### config.mk
export PLATFORM = sky130hd
export DESIGN_NAME = flip_heuristic_selector
export DESIGN_NICKNAME = d
export VERILOG_FILES = /design/src/rtl/flip_heuristic_selector.sv
export SDC_FILE = /design/constraint.sdc
export NUM_CORES = 1
export LEC_CHECK = 0
export BUFFER_PORTS_ARGS = -buffer_cell sky130_fd_sc_hd__buf_2
export CORE_ASPECT_RATIO = 0.75
export CORE_UTILIZATION = 35
export DETAILED_ROUTE_END_ITERATION = 16
export PLACE_DENSITY = 0.51
export REMOVE_ABC_BUFFERS = 1
export SLEW_MARGIN = 30
export SYNTH_ARGS = -nofsm -noshare
export SYNTH_HDL_FRONTEND = slang
export SYNTH_SLANG_ARGS = --single-unit
### constraint.sdc
create_clock -name clk_i -period 4.48 [get_ports clk_i]
set_clock_uncertainty 0.1 [all_clocks]
set_input_delay 0.224 -clock clk_i [delete_from_list [all_inputs] [get_ports clk_i]]
set_output_delay 0.224 -clock clk_i [all_outputs]
set_load 0.02 [all_outputs]
### src/rtl/flip_heuristic_selector.sv
// Break-count accumulator and flip selector feeding the temporal buffer.
// Define FLIP_NOISE_EN to enable the LFSR-driven WalkSAT random pick.
module flip_heuristic_selector #(
  parameter int unsigned NSAT = 3,
  parameter int unsigned CW   = 8,
  parameter logic [15:0] SEED = 16'hACE1
) (
  input  logic                    clk_i,
  input  logic                    rst_i,
  input  logic                    start_i,
  input  logic [$clog2(NSAT)-1:0] cand_index_i,
  input  logic                    brk_valid_i,
  input  logic                    brk_i,
  input  logic                    cand_done_i,
  input  logic [7:0]              noise_i,
  input  logic                    sel_ready_i,
  output logic                    sel_valid_o,
  output logic [$clog2(NSAT)-1:0] sel_index_o,
  output logic [CW-1:0]           sel_count_o,
  output logic                    sel_random_o,
  output logic                    busy_o
);

  localparam int unsigned IW = $clog2(NSAT);
  localparam logic [CW-1:0] CMAX = {CW{1'b1}};

  typedef enum logic [1:0] {
    IDLE,
    ACCUM,
    SELECT,
    HOLD
  } state_e;

  state_e          state_q;
  logic [CW-1:0]   cnt_q [NSAT];
  logic [CW-1:0]   cnt_d [NSAT];
  logic [NSAT-1:0] done_q;
  logic [NSAT-1:0] done_d;
  logic            sel_valid_q;
  logic [IW-1:0]   sel_index_q;
  logic [CW-1:0]   sel_count_q;
  logic            sel_random_q;

  logic            idx_ok;
  logic [IW-1:0]   g_idx;
  logic [CW-1:0]   g_cnt;
  logic [IW-1:0]   p_idx;
  logic [CW-1:0]   p_cnt;
  logic            p_rnd;

  assign idx_ok = 32'(cand_index_i) < NSAT;

  always_comb begin
    cnt_d  = cnt_q;
    done_d = done_q;
    if (state_q == ACCUM && brk_valid_i && idx_ok) begin
      if (brk_i && cnt_q[cand_index_i] != CMAX)
        cnt_d[cand_index_i] = cnt_q[cand_index_i] + 1'b1;
      if (cand_done_i)
        done_d[cand_index_i] = 1'b1;
    end
  end

  // strict compare keeps the lowest index on ties
  always_comb begin
    g_idx = '0;
    g_cnt = cnt_q[0];
    for (int i = 1; i < NSAT; i++) begin
      if (cnt_q[i] < g_cnt) begin
        g_idx = IW'(i);
        g_cnt = cnt_q[i];
      end
    end
  end

`ifdef FLIP_NOISE_EN
  logic [15:0]   lfsr_q;
  logic          rnd_hit;
  logic [IW-1:0] r_idx;

  assign rnd_hit = lfsr_q[7:0] < noise_i;
  assign r_idx   = IW'(lfsr_q[15:8] % 8'(NSAT));
  assign p_idx   = rnd_hit ? r_idx : g_idx;
  assign p_cnt   = rnd_hit ? cnt_q[r_idx] : g_cnt;
  assign p_rnd   = rnd_hit;

  // Galois form of x^16+x^14+x^13+x^11+1
  always_ff @(posedge clk_i or negedge rst_i) begin
    if (!rst_i) begin
      lfsr_q <= SEED;
    end else begin
      lfsr_q <= {1'b0, lfsr_q[15:1]}
              ^ (lfsr_q[0] ? 16'hB400 : 16'h0000);
    end
  end
`else
  logic unused_noise;

  assign unused_noise = ^noise_i;
  assign p_idx        = g_idx;
  assign p_cnt        = g_cnt;
  assign p_rnd        = 1'b0;
`endif

  always_ff @(posedge clk_i or negedge rst_i) begin
    if (!rst_i) begin
      state_q      <= IDLE;
      done_q       <= '0;
      sel_valid_q  <= 1'b0;
      sel_index_q  <= '0;
      sel_count_q  <= '0;
      sel_random_q <= 1'b0;
      for (int i = 0; i < NSAT; i++)
        cnt_q[i] <= '0;
    end else begin
      unique case (state_q)
        IDLE: begin
          if (start_i) begin
            state_q <= ACCUM;
            done_q  <= '0;
            for (int i = 0; i < NSAT; i++)
              cnt_q[i] <= '0;
          end
        end
        ACCUM: begin
          if (start_i) begin
            done_q <= '0;
            for (int i = 0; i < NSAT; i++)
              cnt_q[i] <= '0;
          end else begin
            cnt_q  <= cnt_d;
            done_q <= done_d;
            if (&done_d)
              state_q <= SELECT;
          end
        end
        SELECT: begin
          sel_valid_q  <= 1'b1;
          sel_index_q  <= p_idx;
          sel_count_q  <= p_cnt;
          sel_random_q <= p_rnd;
          state_q      <= HOLD;
        end
        HOLD: begin
          if (sel_ready_i) begin
            sel_valid_q <= 1'b0;
            state_q     <= IDLE;
          end
        end
        default: state_q <= IDLE;
      endcase
    end
  end

  assign sel_valid_o  = sel_valid_q;
  assign sel_index_o  = sel_index_q;
  assign sel_count_o  = sel_count_q;
  assign sel_random_o = sel_random_q;
  assign busy_o       = (state_q != IDLE);

endmodule

==> results of run 1 <==
## what timing repair did
item | 4_1_cts | 5_1_grt
hold buffers | 1 | 0
setup endpoints to repair | 0 | 0
hold endpoints to repair | 40 | 0
## final cells by class
type	instances	share of cell area
sequential	40	0.3507
tap	98	0.04296
multi-input combinational	171	0.4971
timing repair buffer	22	0.04209
clock buffer	8	0.03157
inverter	27	0.03551
## registers in the layout, summed over array words and instances, names as in the netlist
signal       flops
done_q           3
sel_index_o      2
cnt_q           24
state_q          2
sel_count_o      8
sel_valid_o      1
## metal layers
layer	global-route usage	up-vias
li1	-	964
met1	0.2790	944
met2	0.2408	25
met3	0.03303	7
met4	0.04783	0
met5	0	-
## power by group through the flow
stage	clock network (W)	registers [W]	logic (W)
detailed placement	0	0.000476	0.000476
finish	0.000260	0.000468	0.000476
CTS	0.000267	0.000468	0.000480
floorplan	0	0.000523	0.000283
global route	0.000282	0.000478	0.000527
global placement	0	0.000474	0.000474
## cells in the mapped netlist, types with 2 or more instances
cell type and number:
a21o_1 2, a21oi_1 9, a221oi_1 7, a2bb2oi_1 3
a31oi_4 3, a41oi_1 2, buf_6 3, clkbuf_1 3
dfrtp_1 40, ha_1 19, inv_1 27, mux2_2 2
mux2i_1 18, nand2_1 8, nand2b_1 3, nand3_1 4
nand4_1 5, nor2_1 15, nor2b_1 2, nor3_1 5
o21a_1 4, o21ai_0 3, o22ai_1 4, o2bb2ai_1 25
o2bb2ai_2 3, o31ai_1 3, or4_1 2, xnor2_1 3
xor2_1 3
## per-stage QoR
| stage | std cells | setup WS, ns | hold WS [ns] |
|---|---|---|---|
| floorplan | 238 | 0.5744 | -0.1716 |
| global placement | 357 | 0.6127 | 0.3383 |
| detailed placement | 357 | 0.5736 | 0.1515 |
| CTS | 366 | 0.5547 | 0.02974 |
| global route | 366 | 0.2514 | 0.04826 |
| finish | 366 | 0.5951 | 0.03038 |
## final timing paths
kind / from / end / slack [ns] / depth (start not counted)
worst min-delay path: sel_ready_i / sel_valid_o / 0.03 / 2
worst max register to register: cnt_q[23] / sel_count_o[3] / 0.60 / 12
min in group asynchronous: rst_i / cnt_q[21] / 0.34 / 2
worst min register to register: sel_index_o[1] / sel_index_o[1] / 0.38 / 1
max in group asynchronous: rst_i / sel_count_o[6] / 3.56 / 2
worst max-delay path: cnt_q[23] / sel_count_o[3] / 0.60 / 12
## cells by family after synthesis
logic type / after synthesis / share of synthesized area
compound gates: 75 / 0.2514
simple gates: 50 / 0.1023
flops: 40 / 0.3861
buf+inv: 37 / 0.06853
mux: 20 / 0.07818
fa+ha+maj: 19 / 0.09170
xor+xnor: 6 / 0.02027
other cells: 1 / 0.001446
==> impl_metrics.yaml, run 1 <==
outcome:
  status: "completed"
critical_path:
  crit_path_top_delay_cell: "o31ai_2"
  slowest_delay_ns: 0.55
  crit_chain: "inv_1 -> ha_1 -> nand4_1 -> o31ai_2 -> buf_4 -> mux2i_1 -> ha_1 -> a41oi_1 -> o21ai_0 -> a21o_1 -> nor3_2 -> a221oi_1"
  start_kind: "flop"
  cp_data_arrival_time_ns: 3.93
  critPathKind: "flop to flop"
  cp_max_fo: 8
  crit_top_cell: "ha_1"
  cp_num_buf_inv: 2
  crit_required_ns: 4.53
  critical-path-top-delay-family: "compound AO/OA/AOI/OAI gates"
  endpoint_kind: "flop"
detailed_routing:
  wl_per_cell_microns: 16.92
  wl_met2_microns: 2393
  drt_first_iter_violations: 75
  drc: 0
  firstDrtPassIters: 4
  drt.antenna.violating_nets: 0
  wirelength_met1_microns: 3575
  route.vias.total: 1940
  highest_layer: "met4"
  drt-vias-per-instance: 5.301
  routed-wl-met3_microns: 161
  wirelength_microns: 6194
clock_tree:
  cts_tree: "done"
  cts_resized: 0
  worst_skew_pair.late_latency_ns: 0.30
  htree_levels: 2
  clockBufferDepth: 2
  clk_pin_slew_worst_paths_ns: 0.08
  cts_setup_buffers: 0
  cts-root-buf: "clkbuf_8"
  cts_num_sinks: 40
  cts_buffers: 5
synthesis:
  synth_area_leader_cell: "dfrtp_1"
  yosysWarnings: 0
  synth-async-reset-ratio: 1.000
  yosysUniqueCellTypes: 47
  ys_seq_area_frac: 0.3861
  synth_area_sq_um: 2592
  synth_top_area_frac: 0.3861
  synth-seq-cells: 40
  synth_edf_count: 0
  synthFlopType: "dfrtp_1"
  ys_top_cells_by_area: "dfrtp_1 (39%), ha_1 (9.2%), o2bb2ai_1 (8.4%)"
  synthCells: 248
  syn_area_per_cell_sq_um: 10.45
grt:
  grt_max_degree: 41
  grt_usage: 0.1772
  grt_pass1_wl_microns: 10490
  grt_pass1_vias: 1942
  antenna_found_initial: 0
  overflow: 0
finish:
  synthToLayoutAreaGrowth_pct: 10.09
  design_area_sq_um: 2854
  multiInputGateArea_sq_um: 1419
  layout_commonest_cell: "dfrtp_1"
  finalNetCount: 303
  diodes: 0
  final.fill_count: 710
  drive_above_1_share: 0.1530
  mostFrequentLayoutCells: "dfrtp_1 (40), inv_1 (27), o2bb2ai_1 (25), ha_1 (19), buf_2 (19)"
  final_util: 0.4081
  seqCellArea_sq_um: 1001
sta:
  hold_viol: 0
  finalCriticalPeriod_ns: 3.885
  rsz0062_at_grt: "no"
  setup_viol: 0
  period_share: 0.8672
  final_max_slew_viol_count: 0
  tns_ns: 0
  max_freq_mhz: 257.4
  relSlewSlack: 0.4014
  tightest_slew_ns: 0.8978
power:
  p_int_w: 0.0007301
  ir_drop_mv: 0.1932
  p_comb_frac: 0.395
  p_clk_frac: 0.216
  p_leak_nw: 1.245
  seq_power_share: 0.388
  p_switching_w: 0.0004741
  swShare: 0.3937
  total_power_w: 0.001204
  p_per_area_nw_per_um2: 421.9
placed_design:
  finalWeightedCongestion: 0.7835
  io_buffers: 20
  dp_hpwl_microns: 4454
  dpl-instance-area_sq_um: 2754
die:
  initial_core_util: 0.3707
  rows: 26
  die_area_sq_um: 7759
  die_x_microns: 101.4
  fp.dieH_microns: 76.54
  pin_count: 30
  coreArea_sq_um: 6994
min_path:
  worstHoldPathType: "primary input to flop"
run:
  maxCapViolCount: 0
Power figures use the tool's default switching activity.
==> inputs of run 2 (changes only) <==
--- a/config.mk
+++ b/config.mk
@@ -8,6 +8,7 @@
 export BUFFER_PORTS_ARGS = -buffer_cell sky130_fd_sc_hd__buf_2
 export CORE_ASPECT_RATIO = 0.75
 export CORE_UTILIZATION = 35
+export CTS_BUF_LIST = sky130_fd_sc_hd__clkbuf_8
 export DETAILED_ROUTE_END_ITERATION = 16
 export PLACE_DENSITY = 0.51
 export REMOVE_ABC_BUFFERS = 1
==> impl_metrics.yaml, run 2 (synthesis gave the netlist of run 1 again) <==
grt:
  antenna_found_initial: 0
  grt_pass1_wl_microns: 10490
  grt_max_degree: 41
  grt_pass1_vias: 1942
  overflow: 0
  grt_usage: 0.1772
outcome:
  status: "completed"
detailed_routing:
  drt-vias-per-instance: 5.306
  wirelength_microns: 6201
  route.vias.total: 1942
  firstDrtPassIters: 4
  drt.antenna.violating_nets: 0
  drc: 0
  drt_first_iter_violations: 75
  wl_per_cell_microns: 16.94
clock_tree:
  htree_levels: 2
  clockBufferDepth: 2
  clk_pin_slew_worst_paths_ns: 0.09
  cts_num_sinks: 40
  cts_buffers: 5
  worst_skew_pair.late_latency_ns: 0.30
  cts_resized: 0
  cts_tree: "done"
  cts-root-buf: "clkbuf_8"
sta:
  max_freq_mhz: 257.4
  final_max_slew_viol_count: 0
  relSlewSlack: 0.4010
  hold_viol: 0
  tns_ns: 0
  setup_viol: 0
  rsz0062_at_grt: "no"
  period_share: 0.8672
  tightest_slew_ns: 0.8985
  finalCriticalPeriod_ns: 3.885
die:
  fp.dieH_microns: 76.54
  rows: 26
  initial_core_util: 0.3707
  coreArea_sq_um: 6994
  die_x_microns: 101.4
  pin_count: 30
  die_area_sq_um: 7759
finish:
  drive_above_1_share: 0.1530
  multiInputGateArea_sq_um: 1419
  diodes: 0
  top_register: "cnt_q"
  layout_commonest_cell: "dfrtp_1"
  seqCellArea_sq_um: 1001
  mostFrequentLayoutCells: "dfrtp_1 (40), inv_1 (29), o2bb2ai_1 (25), ha_1 (19), buf_2 (19)"
  finalNetCount: 303
  largest_reg_flops: 24
  design_area_sq_um: 2854
  final.fill_count: 710
  synthToLayoutAreaGrowth_pct: 10.09
min_path:
  holdCritStartpoint: "sel_ready_i"
  whs_endpoint: "sel_valid_o"
  worstHoldPathType: "primary input to flop"
  whs_path_depth: 2
critical_path:
  r2r_slack_ns: 0.59
  r2r-end: "sel_count_o[3]"
  start_kind: "flop"
  crit_required_ns: 4.53
  critPathKind: "flop to flop"
  cp_max_fo: 8
  cp_data_arrival_time_ns: 3.93
  worstReg2RegStart: "cnt_q[23]"
  worstRegToRegCells: 12
  endpoint_kind: "flop"
placed_design:
  dp_hpwl_microns: 4454
  finalWeightedCongestion: 0.7835
  dpl-instance-area_sq_um: 2754
  io_buffers: 20
power:
  p_leak_nw: 1.253
  p_per_area_nw_per_um2: 420.6
  ir_drop_mv: 0.1931
run:
  maxCapViolCount: 0
## run 2: critical path: stages (launching register included)
cell and delay (ns):
dfrtp_1 0.40, inv_1 0.06, ha_1 0.31, nand4_1 0.16, o31ai_2 0.55, buf_4 0.27
mux2i_1 0.26, ha_1 0.29, a41oi_1 0.21, o21ai_0 0.12, a21o_1 0.26, nor3_2 0.54
a221oi_1 0.20
## run 2: area by class of cell
cell class,instances,area share
Clock inverter,2,0.002630
Sequential cell,40,0.3507
Clock buffer,6,0.02893
Inverter,27,0.03551
Timing Repair Buffer,22,0.04209
Multi-Input combinational cell,171,0.4971
Tap cell,98,0.04296
## run 2: through the flow
step / power (W) / setup slack [ns] / instances / hold slack (ns) / utilization
after global routing: 0.001283 / 0.2514 / 366 / 0.04810 / 0.4081
after CTS: 0.001211 / 0.5539 / 366 / 0.02925 / 0.4081
final: 0.001200 / 0.5949 / 366 / 0.02973 / 0.4081
after floorplan: 0.0008065 / 0.5744 / 238 / -0.1716 / -
after global placement: 0.0009482 / 0.6127 / 357 / 0.3383 / 0.3934
after detailed placement: 0.0009511 / 0.5736 / 357 / 0.1515 / 0.3937
## run 2: how the worst max path moves through the flow
stage                          from             end  slack [ns]  cells after the start
after floorplan           cnt_q[11]  sel_count_o[1]        0.57                     12
after global placement    cnt_q[11]  sel_count_o[1]        0.61                     12
after detailed placement  cnt_q[11]  sel_count_o[3]        0.57                     12
after CTS                 cnt_q[21]  sel_count_o[3]        0.55                     12
after global routing      cnt_q[21]  sel_count_o[4]        0.25                     12
final                     cnt_q[23]  sel_count_o[3]        0.59                     12
## run 2: repair_timing
action	CTS	global route
hold buffers	1	0
endpoints found under the hold margin	40	0
setup buffers	0	0
## run 2: report_power, final
| part | switching [W] | total (W) | internal, W |
|---|---|---|---|
| sequential | 0.0000391 | 0.000468 | 0.000429 |
| combinational | 0.000301 | 0.000476 | 0.000175 |
| clock | 0.000135 | 0.000257 | 0.000121 |
| total | 0.000475 | 0.00120 | 0.000726 |
## run 2: layer usage
metal	wire, microns	part of all wire	up-vias	GRT usage
li1	-	-	964	-
met1	3576	0.58	946	0.2790
met2	2397	0.39	25	0.2408
met3	163	0.026	7	0.03303
met4	64	0.010	0	0.04783
met5	0	0	-	0
